--- src/rtl/fml_arb_pkg.sv ---
// Shared definitions for the four-master FML arbiter: master count, burst
// length, bus widths and the transaction state encoding.
package fml_arb_pkg;

    localparam int NMASTERS  = 4;
    localparam int BURST_LEN = 4;
    localparam int DATA_W    = 64;
    localparam int SEL_W     = 8;

    typedef enum logic [1:0] {
        IDLE = 2'd0,
        ADDR = 2'd1,
        DATA = 2'd2
    } state_t;

endpackage

--- src/rtl/fml_arb_pick.sv ---
// Combinational winner selection for the FML arbiter.
// Searches the 4-bit request vector starting at 'start' and wrapping around;
// the first set bit found is the winner. 'valid' is low when nothing is requested.
module fml_arb_pick
    import fml_arb_pkg::*;
(
    input  logic [3:0] req,
    input  logic [1:0] start,
    output logic [1:0] winner,
    output logic       valid
);

    logic [1:0] idx;

    // Walk offsets from farthest to nearest so the nearest requester is assigned last
    always_comb begin
        winner = 2'd0;
        valid  = 1'b0;
        idx    = 2'd0;
        for (int k = NMASTERS - 1; k >= 0; k--) begin
            idx = start + 2'(k);
            if (req[idx]) begin
                winner = idx;
                valid  = 1'b1;
            end else begin
                winner = winner;
                valid  = valid;
            end
        end
    end

endmodule

--- src/rtl/fml_arb.sv ---
// Four-master arbiter in front of an FML slave (SDRAM controller).
// Each transaction is one address phase (held until the slave acks) followed
// by a fixed four-beat data phase. Read data is broadcast to every master.
// Optional feature: define FML_ARB_ROUNDROBIN_EN for round-robin arbitration;
// without it master 0 has the highest and master 3 the lowest priority.
module fml_arb
    import fml_arb_pkg::*;
#(
    parameter int fml_depth = 26,
    parameter int burst_len = 4
) (
    input  logic                          sys_clk,
    input  logic                          sys_rst_n,

    input  logic [NMASTERS*fml_depth-1:0] m_adr,
    input  logic [NMASTERS-1:0]           m_stb,
    input  logic [NMASTERS-1:0]           m_we,
    input  logic [NMASTERS*SEL_W-1:0]     m_sel,
    input  logic [NMASTERS*DATA_W-1:0]    m_do,
    output logic [NMASTERS-1:0]           m_ack,
    output logic [DATA_W-1:0]             m_di,

    output logic [fml_depth-1:0]          s_adr,
    output logic                          s_stb,
    output logic                          s_we,
    input  logic                          s_ack,
    output logic [SEL_W-1:0]              s_sel,
    output logic [DATA_W-1:0]             s_do,
    input  logic [DATA_W-1:0]             s_di
);

    // The data phase is fixed at four beats in this revision; the counter is 2 bits.
    localparam int         BEATS     = (burst_len == BURST_LEN) ? burst_len : BURST_LEN;
    localparam logic [1:0] LAST_BEAT = 2'(BEATS - 1);

    state_t     state_r;
    state_t     state_nxt;
    logic [1:0] grant_r;
    logic [1:0] grant_nxt;
    logic [1:0] owner_r;
    logic [1:0] owner_nxt;
    logic [1:0] cnt_r;
    logic [1:0] cnt_nxt;

    logic [1:0] pick_start;
    logic [1:0] pick_winner;
    logic       pick_valid;
    logic [1:0] route_s;

`ifdef FML_ARB_ROUNDROBIN_EN
    logic [1:0] ptr_r;
    logic [1:0] ptr_nxt;

    assign pick_start = ptr_r;

    // Pointer moves just past the winner whenever a grant is issued
    always_comb begin
        ptr_nxt = ptr_r;
        if ((state_r == IDLE) && pick_valid) begin
            ptr_nxt = pick_winner + 2'd1;
        end else begin
            ptr_nxt = ptr_r;
        end
    end

    // Round-robin pointer register
    always_ff @(posedge sys_clk or negedge sys_rst_n) begin
        if (!sys_rst_n) begin
            ptr_r <= 2'd0;
        end else begin
            ptr_r <= ptr_nxt;
        end
    end
`else
    assign pick_start = 2'd0;
`endif

    fml_arb_pick u_pick (
        .req    (m_stb),
        .start  (pick_start),
        .winner (pick_winner),
        .valid  (pick_valid)
    );

    // Next-state logic: arbitrate in IDLE, hold grant until ack, count four beats
    always_comb begin
        state_nxt = state_r;
        grant_nxt = grant_r;
        owner_nxt = owner_r;
        cnt_nxt   = cnt_r;
        case (state_r)
            IDLE: begin
                if (pick_valid) begin
                    state_nxt = ADDR;
                    grant_nxt = pick_winner;
                end else begin
                    state_nxt = IDLE;
                end
            end
            ADDR: begin
                if (s_ack) begin
                    state_nxt = DATA;
                    cnt_nxt   = 2'd0;
                    owner_nxt = grant_r;
                end else begin
                    state_nxt = ADDR;
                end
            end
            DATA: begin
                if (cnt_r == LAST_BEAT) begin
                    state_nxt = IDLE;
                    cnt_nxt   = cnt_r;
                end else begin
                    state_nxt = DATA;
                    cnt_nxt   = cnt_r + 2'd1;
                end
            end
            default: begin
                state_nxt = IDLE;
                cnt_nxt   = 2'd0;
            end
        endcase
    end

    // Transaction state registers; reset aborts any transaction in flight
    always_ff @(posedge sys_clk or negedge sys_rst_n) begin
        if (!sys_rst_n) begin
            state_r <= IDLE;
            grant_r <= 2'd0;
            owner_r <= 2'd0;
            cnt_r   <= 2'd0;
        end else begin
            state_r <= state_nxt;
            grant_r <= grant_nxt;
            owner_r <= owner_nxt;
            cnt_r   <= cnt_nxt;
        end
    end

    // Write data follows the latched owner during the burst, the grant otherwise
    always_comb begin
        route_s = grant_r;
        if (state_r == DATA) begin
            route_s = owner_r;
        end else begin
            route_s = grant_r;
        end
    end

    // Slave-side address/data muxes and strobe
    always_comb begin
        s_stb = (state_r == ADDR);
        s_adr = m_adr[int'(grant_r) * fml_depth +: fml_depth];
        s_we  = m_we[grant_r];
        s_do  = m_do[int'(route_s) * DATA_W +: DATA_W];
        s_sel = m_sel[int'(route_s) * SEL_W +: SEL_W];
    end

    // Slave ack is passed only to the granted master during the address phase
    always_comb begin
        m_ack = 4'd0;
        if ((state_r == ADDR) && s_ack) begin
            m_ack[grant_r] = 1'b1;
        end else begin
            m_ack = 4'd0;
        end
    end

    // Read data is broadcast to all masters without latency
    always_comb begin
        m_di = s_di;
    end

endmodule

--- config.mk ---
export PLATFORM = sky130hd
export DESIGN_NAME = fml_arb
export DESIGN_NICKNAME = d
export VERILOG_FILES = /design/src/rtl/fml_arb_pkg.sv /design/src/rtl/fml_arb_pick.sv /design/src/rtl/fml_arb.sv
export SDC_FILE = /design/constraint.sdc
export NUM_CORES = 1
export LEC_CHECK = 0
export ABC_AREA = 1
export BUFFER_PORTS_ARGS = -buffer_cell sky130_fd_sc_hd__buf_2
export CAP_MARGIN = 20
export CORE_AREA = 3 3 242 244
export DETAILED_ROUTE_END_ITERATION = 8
export DIE_AREA = 0 0 245 247
export GPL_TIMING_DRIVEN = 0
export PLACE_DENSITY = 0.3
export SYNTH_ARGS = -nofsm -noshare
export SYNTH_HDL_FRONTEND = slang
export SYNTH_SLANG_ARGS = --single-unit
--- constraint.sdc ---
create_clock -name sys_clk -period 1.42 [get_ports sys_clk]
set_input_delay 0.142 -clock sys_clk [delete_from_list [all_inputs] [get_ports sys_clk]]
set_output_delay 0.142 -clock sys_clk [all_outputs]
set_load 0.1 [all_outputs]
=== Word-level counts from Yosys, hierarchy flattened ===
Index checks and enable logic that the tools add are counted.
W data, S select, Z words.

* Register bits: 8
* Bits of input ports: 467
* Output and inout bits: 168
* Word-level logic and storage cells: 44

* $add $sub $neg: 1
* Multiply operators: 1
* Order comparisons: 2
* Equal/unequal tests: 5
* Shift-type cells: 3
* Muxes and demuxes: 21
* Bitwise gates (word level): 1
* Reduce and logical (&&, ||, !) cells: 6

{| class="wikitable"
|+ Operators by type and width
! kind !! count
|-
| $shiftx A256 B9 Y64 || 1
|-
| $shiftx A104 B8 Y26 || 1
|-
| $shiftx A32 B6 Y8 || 1
|-
| $mux W2 || 9
|-
| $pmux W2 S3 || 2
|-
| $mux W1 || 7
|-
| $mul A2 B4 Y6 const B || 1
|-
| $eq A2 B2 Y1 const B || 2
|-
| $mux W4 || 1
|-
| $reduce_and A2 Y1 || 2
|-
| $lt A2 B3 Y1 const B || 1
|-
| $reduce_and A3 Y1 || 1
|-
| $add A2 B1 Y2 const B || 1
|-
| $bmux W1 S2 || 1
|-
| $demux W1 S2 || 1
|-
| $eq A2 B1 Y1 const B || 1
|-
| $ge A2 B1 Y1 const B || 1
|-
| $logic_and A1 B1 Y1 || 2
|-
| $logic_not A2 Y1 || 1
|-
| $ne A2 B1 Y1 const B || 1
|-
| $ne A2 B2 Y1 const B || 1
|-
| $not A1 Y1 || 1
|}

=== Longest topological paths before layout ===
* Word-level depth: 6
* Gate-level depth with buffers: 8
* Mapped depth without buffers: 7

=== By module ===
From an unflattened synthesis, not the netlist that was laid out.

* Cell total of the unflattened synthesis: 1143
* Area total of the unflattened synthesis: 5595.4 um^2

{| class="wikitable"
|+ By module, submodules not included
! module !! times used !! cells an instance !! area an instance (um^2) !! seq. area each (um^2)
|-
| fml_arb || 1 || 1099 || 5380.2 || 200.2
|-
| fml_arb_pick || 1 || 44 || 215.2 || 0.0
|}

=== Least setup slack after synthesis ===
Ideal clock, no wire load.

* Kind: flip-flop to output port
* Start point: register state_r[1]
* End point: output port m_ack[0]
* Arrival: 4.215 ns
* Data required time: 1.278 ns
* Setup slack: -2.937 ns
* Cell stages (with the launch flop): 5
* Buffers on the path: 1
* Cell sequence: dfrtp_1 > buf_4 > nor2_1 > nand2_1 > nor3_1

* Cells in the longest elaborated chain, start to end: 3

{| class="wikitable"
|+ RTL lines
! item !! RTL line !! RTL
|-
| start: declaration || fml_arb.sv:36 || <nowiki>state_t state_r;</nowiki>
|-
| start signal: assignment || fml_arb.sv:133 || <nowiki>state_r <= state_nxt;</nowiki>
|-
| $eq A2 B1 Y1 || -- ||
|-
| named net s_stb || fml_arb.sv:24 || <nowiki>output logic s_stb,</nowiki>
|-
| $logic_and A1 B1 Y1 || fml_arb.sv:162 || <nowiki>if ((state_r == ADDR) && s_ack) begin</nowiki>
|-
| $mux W4 || fml_arb.sv:162 ||
|-
| end: declaration || fml_arb.sv:20 || <nowiki>output logic [NMASTERS-1:0] m_ack,</nowiki>
|}

The timed path passes the listed nets, and every way through them passes these cells.

=== Worst setup path in the final report ===
* Start point: register state_r[0]
* End point: output port s_do[58]

* Cells in the longest elaborated chain, start to end: 3

{| class="wikitable"
|+ RTL lines
! item !! RTL line !! RTL
|-
| $eq A2 B2 Y1 || fml_arb.sv:143 || <nowiki>if (state_r == DATA) begin</nowiki>
|-
| $mux W2 || fml_arb.sv:143 ||
|-
| $shiftx A256 B9 Y64 || fml_arb.sv:155 || <nowiki>s_do = m_do[int'(route_s) * DATA_W +: DATA_W];</nowiki>
|-
| end: declaration || fml_arb.sv:28 || <nowiki>output logic [DATA_W-1:0] s_do,</nowiki>
|}

Every way passes these cells.

==> results.yml <==
floorplanning:
  die_w_um: 245
  start_util: 0.0956
  rows: 87
  core-area_sq_mm: 0.0565
  num_io_pins: 635
  dieArea_sq_mm: 0.0605
  die_height_um: 247
sta:
  fin_crit_sh: 1.43
  fmax_mhz: 492
  fin_tns_setup_ns: -53.65
  hold_viol: 0
  fin_skew_ns: 0.00114
  tightest_slew_ns: 0.509
  rsz0062_at_grt: "yes"
  setup_violations: 104
  drv_slew: 0
  max_slew_margin: 0.663
  hold_slack_ns: 0.200
  fin_ws_ns: -0.614
  period_needed_ns: 2.03
placement:
  dp_hpwl_mm: 37.5
  io_buffers: 570
  gp_routability_congestion: 0.812
clock_tree:
  htree_levels: 1
  cts_buffers: 3
  clock_path_buffers: 2
  clkLatencyLatePin_ns: 0.23
  cts_sinks: 8
  clkTransAtPathRegs_ns: 0.04
  tritoncts: "yes"
  cts_root_buffer: "clkbuf_16"
worst_setup_path:
  crit_family: "buffers and inverters"
  slowest_delay_ns: 0.39
  rr_worst_depth: 8
  required_ns: 1.28
  worstSetupEndpointType: "output pin"
  cp_max_fo: 7
  worstSetupPathType: "flip-flop to output pin"
  crit_arrival_ns: 1.89
  slowest_stage: "dfrtp_1"
  start_kind: "flip-flop"
  crit_chain: "inv_4, nand2_8, o21ai_4, buf_12, buf_8, buf_6, buf_12, nand3_4, nand2_8, buf_12"
  crit_top_cell: "buf_12"
  crit_buf_inv: 6
  path_depth: 10
min_path:
  hp-class: "primary input to flip-flop"
  holdPathStages: 4
status:
  violations: "setup timing"
  status: "finished with violations"
yosys:
  yosysMostFrequentCell: "nand3_1"
  synth.top_cell.area_share: 0.362
  ys_types: 24
  ys_ff_latch: 8
  netlist_top_cells_count: "nand3_1, inv_1, nand2_1, buf_4, buf_2"
  synthTopCellsByArea: "nand3_1, inv_1, nand2_1"
  yosys.area.top_type: "nand3_1"
  syn-cell-area_sq_mm: 0.00540
  synthFlopType: "dfrtp_1"
  syn_nets: 1574
  postSynthAreaPerCell_sq_um: 4.88
  seq_area_frac_synth: 0.0371
  async_flop_share: 1.00
  synth_warnings: 0
  synth-edff-count: 0
  syn_inst: 1106
detailed_routing:
  drcViolationCount: 0
  vias: 9353
  dr.pass1.iters: 5
  wl_per_cell_um: 18.1
  avgViaCountPerCell: 3.74
  finalWirelength_mm: 45.1
  drt-initial-drc-count: 256
  ant_nets: 0
layout:
  fin_nets: 2204
  syn_to_final_growth_pct: 188
  fill_cells: 6270
  utilization: 0.275
  drive_above_1_share: 0.647
run:
  cap_violations: 0
global_route:
  grt_start_max_net_pins: 11
  grt_use_total: 0.138
  grt_antenna_before_repair: 11
  grt_pass1_vias: 9929
  gr-total-overflow: 0
  grt_pass1_wl_mm: 62.8
## per-layer routing
metal | routed length (um) | vias to the layer above | GRT usage
li1 | - | 4637 | -
met1 | 17700 | 4346 | 0.161
met2 | 23700 | 346 | 0.262
met3 | 3330 | 18 | 0.0325
met4 | 335 | 6 | 0.0109
met5 | 41 | - | 0
## worst paths after layout
path	end	slack, ns	start
worst max-delay path	s_do[58]	-0.61	state_r[0]
worst min-delay path	grant_r[0]	0.20	m_stb[0]
worst max register to register	owner_r[1]	0.11	state_r[0]
worst min register to register	cnt_r[0]	0.49	cnt_r[0]
max in group asynchronous	cnt_r[1]	0.94	sys_rst_n
min in group asynchronous	state_r[0]	0.31	sys_rst_n
## worst reg2reg max path, cell delays in order (launching register included)
cell and delay, ns:
dfrtp_1 0.37, inv_4 0.08, buf_4 0.14, buf_6 0.11, nor2_4 0.17, nand2_4 0.11, inv_4 0.10, nand2_4 0.06
o21ai_0 0.08
## cell families after synthesis
group,count (synthesis),synth area share
AND/OR/NAND/NOR,622,0.532
buffers and inverters,439,0.378
AO/OA/AOI/OAI,36,0.0510
flip-flops,8,0.0371
adder cells (fa/ha/maj),1,0.00232
## metrics by stage
step | area, sq um | cells | setup slack, ns
floorplan | 7780 | 1106 | -0.691
global placement | 11600 | 2432 | -1.37
detailed placement | 11600 | 2432 | -1.35
CTS | 14500 | 2465 | -0.636
global route | 15500 | 2491 | -0.697
finish | 15500 | 2498 | -0.614
## cell type report
class | count | area [sq um] | area share
tap | 756 | 946 | 0.0609
antenna | 8 | 20.0 | 0.00129
multi-input combinational | 662 | 6480 | 0.417
inverter | 298 | 1140 | 0.0733
sequential | 8 | 200 | 0.0129
clock buffer | 3 | 75.1 | 0.00483
buffer | 140 | 1440 | 0.0926
timing repair buffer | 623 | 5240 | 0.337
## flip-flops by register name (all words and copies together), names as in the netlist
name	count
grant_r	2
owner_r	2
cnt_r	2
state_r	2
## placed cells by master, fill, tap and decap left out, drive strengths merged, types with 2 or more instances in the layout
| cell type | Yosys | final |
|---|---|---|
| a22oi | 27 | 27 |
| buf | 140 | 753 |
| clkbuf | 1 | 12 |
| dfrtp | 8 | 8 |
| diode | 0 | 8 |
| inv | 297 | 297 |
| nand2 | 219 | 222 |
| nand3 | 390 | 390 |
| nor2 | 9 | 9 |
| o21ai | 6 | 6 |
| or2 | 2 | 2 |
## repair_timing
action / 4_1_cts / 5_1_grt
cloned: 7 / 9
setup endpoints to repair: 104 / 104
buffers inserted: 22 / 17
hold buffers: 1 / 0
endpoints found under the hold margin: 8 / 0
pin swaps: 34 / 30
gates resized for setup: 594 / 162
Power is left out: the tool's default activity adds up to more than one toggle a clock period on the data nets, which glitch-free logic cannot reach.
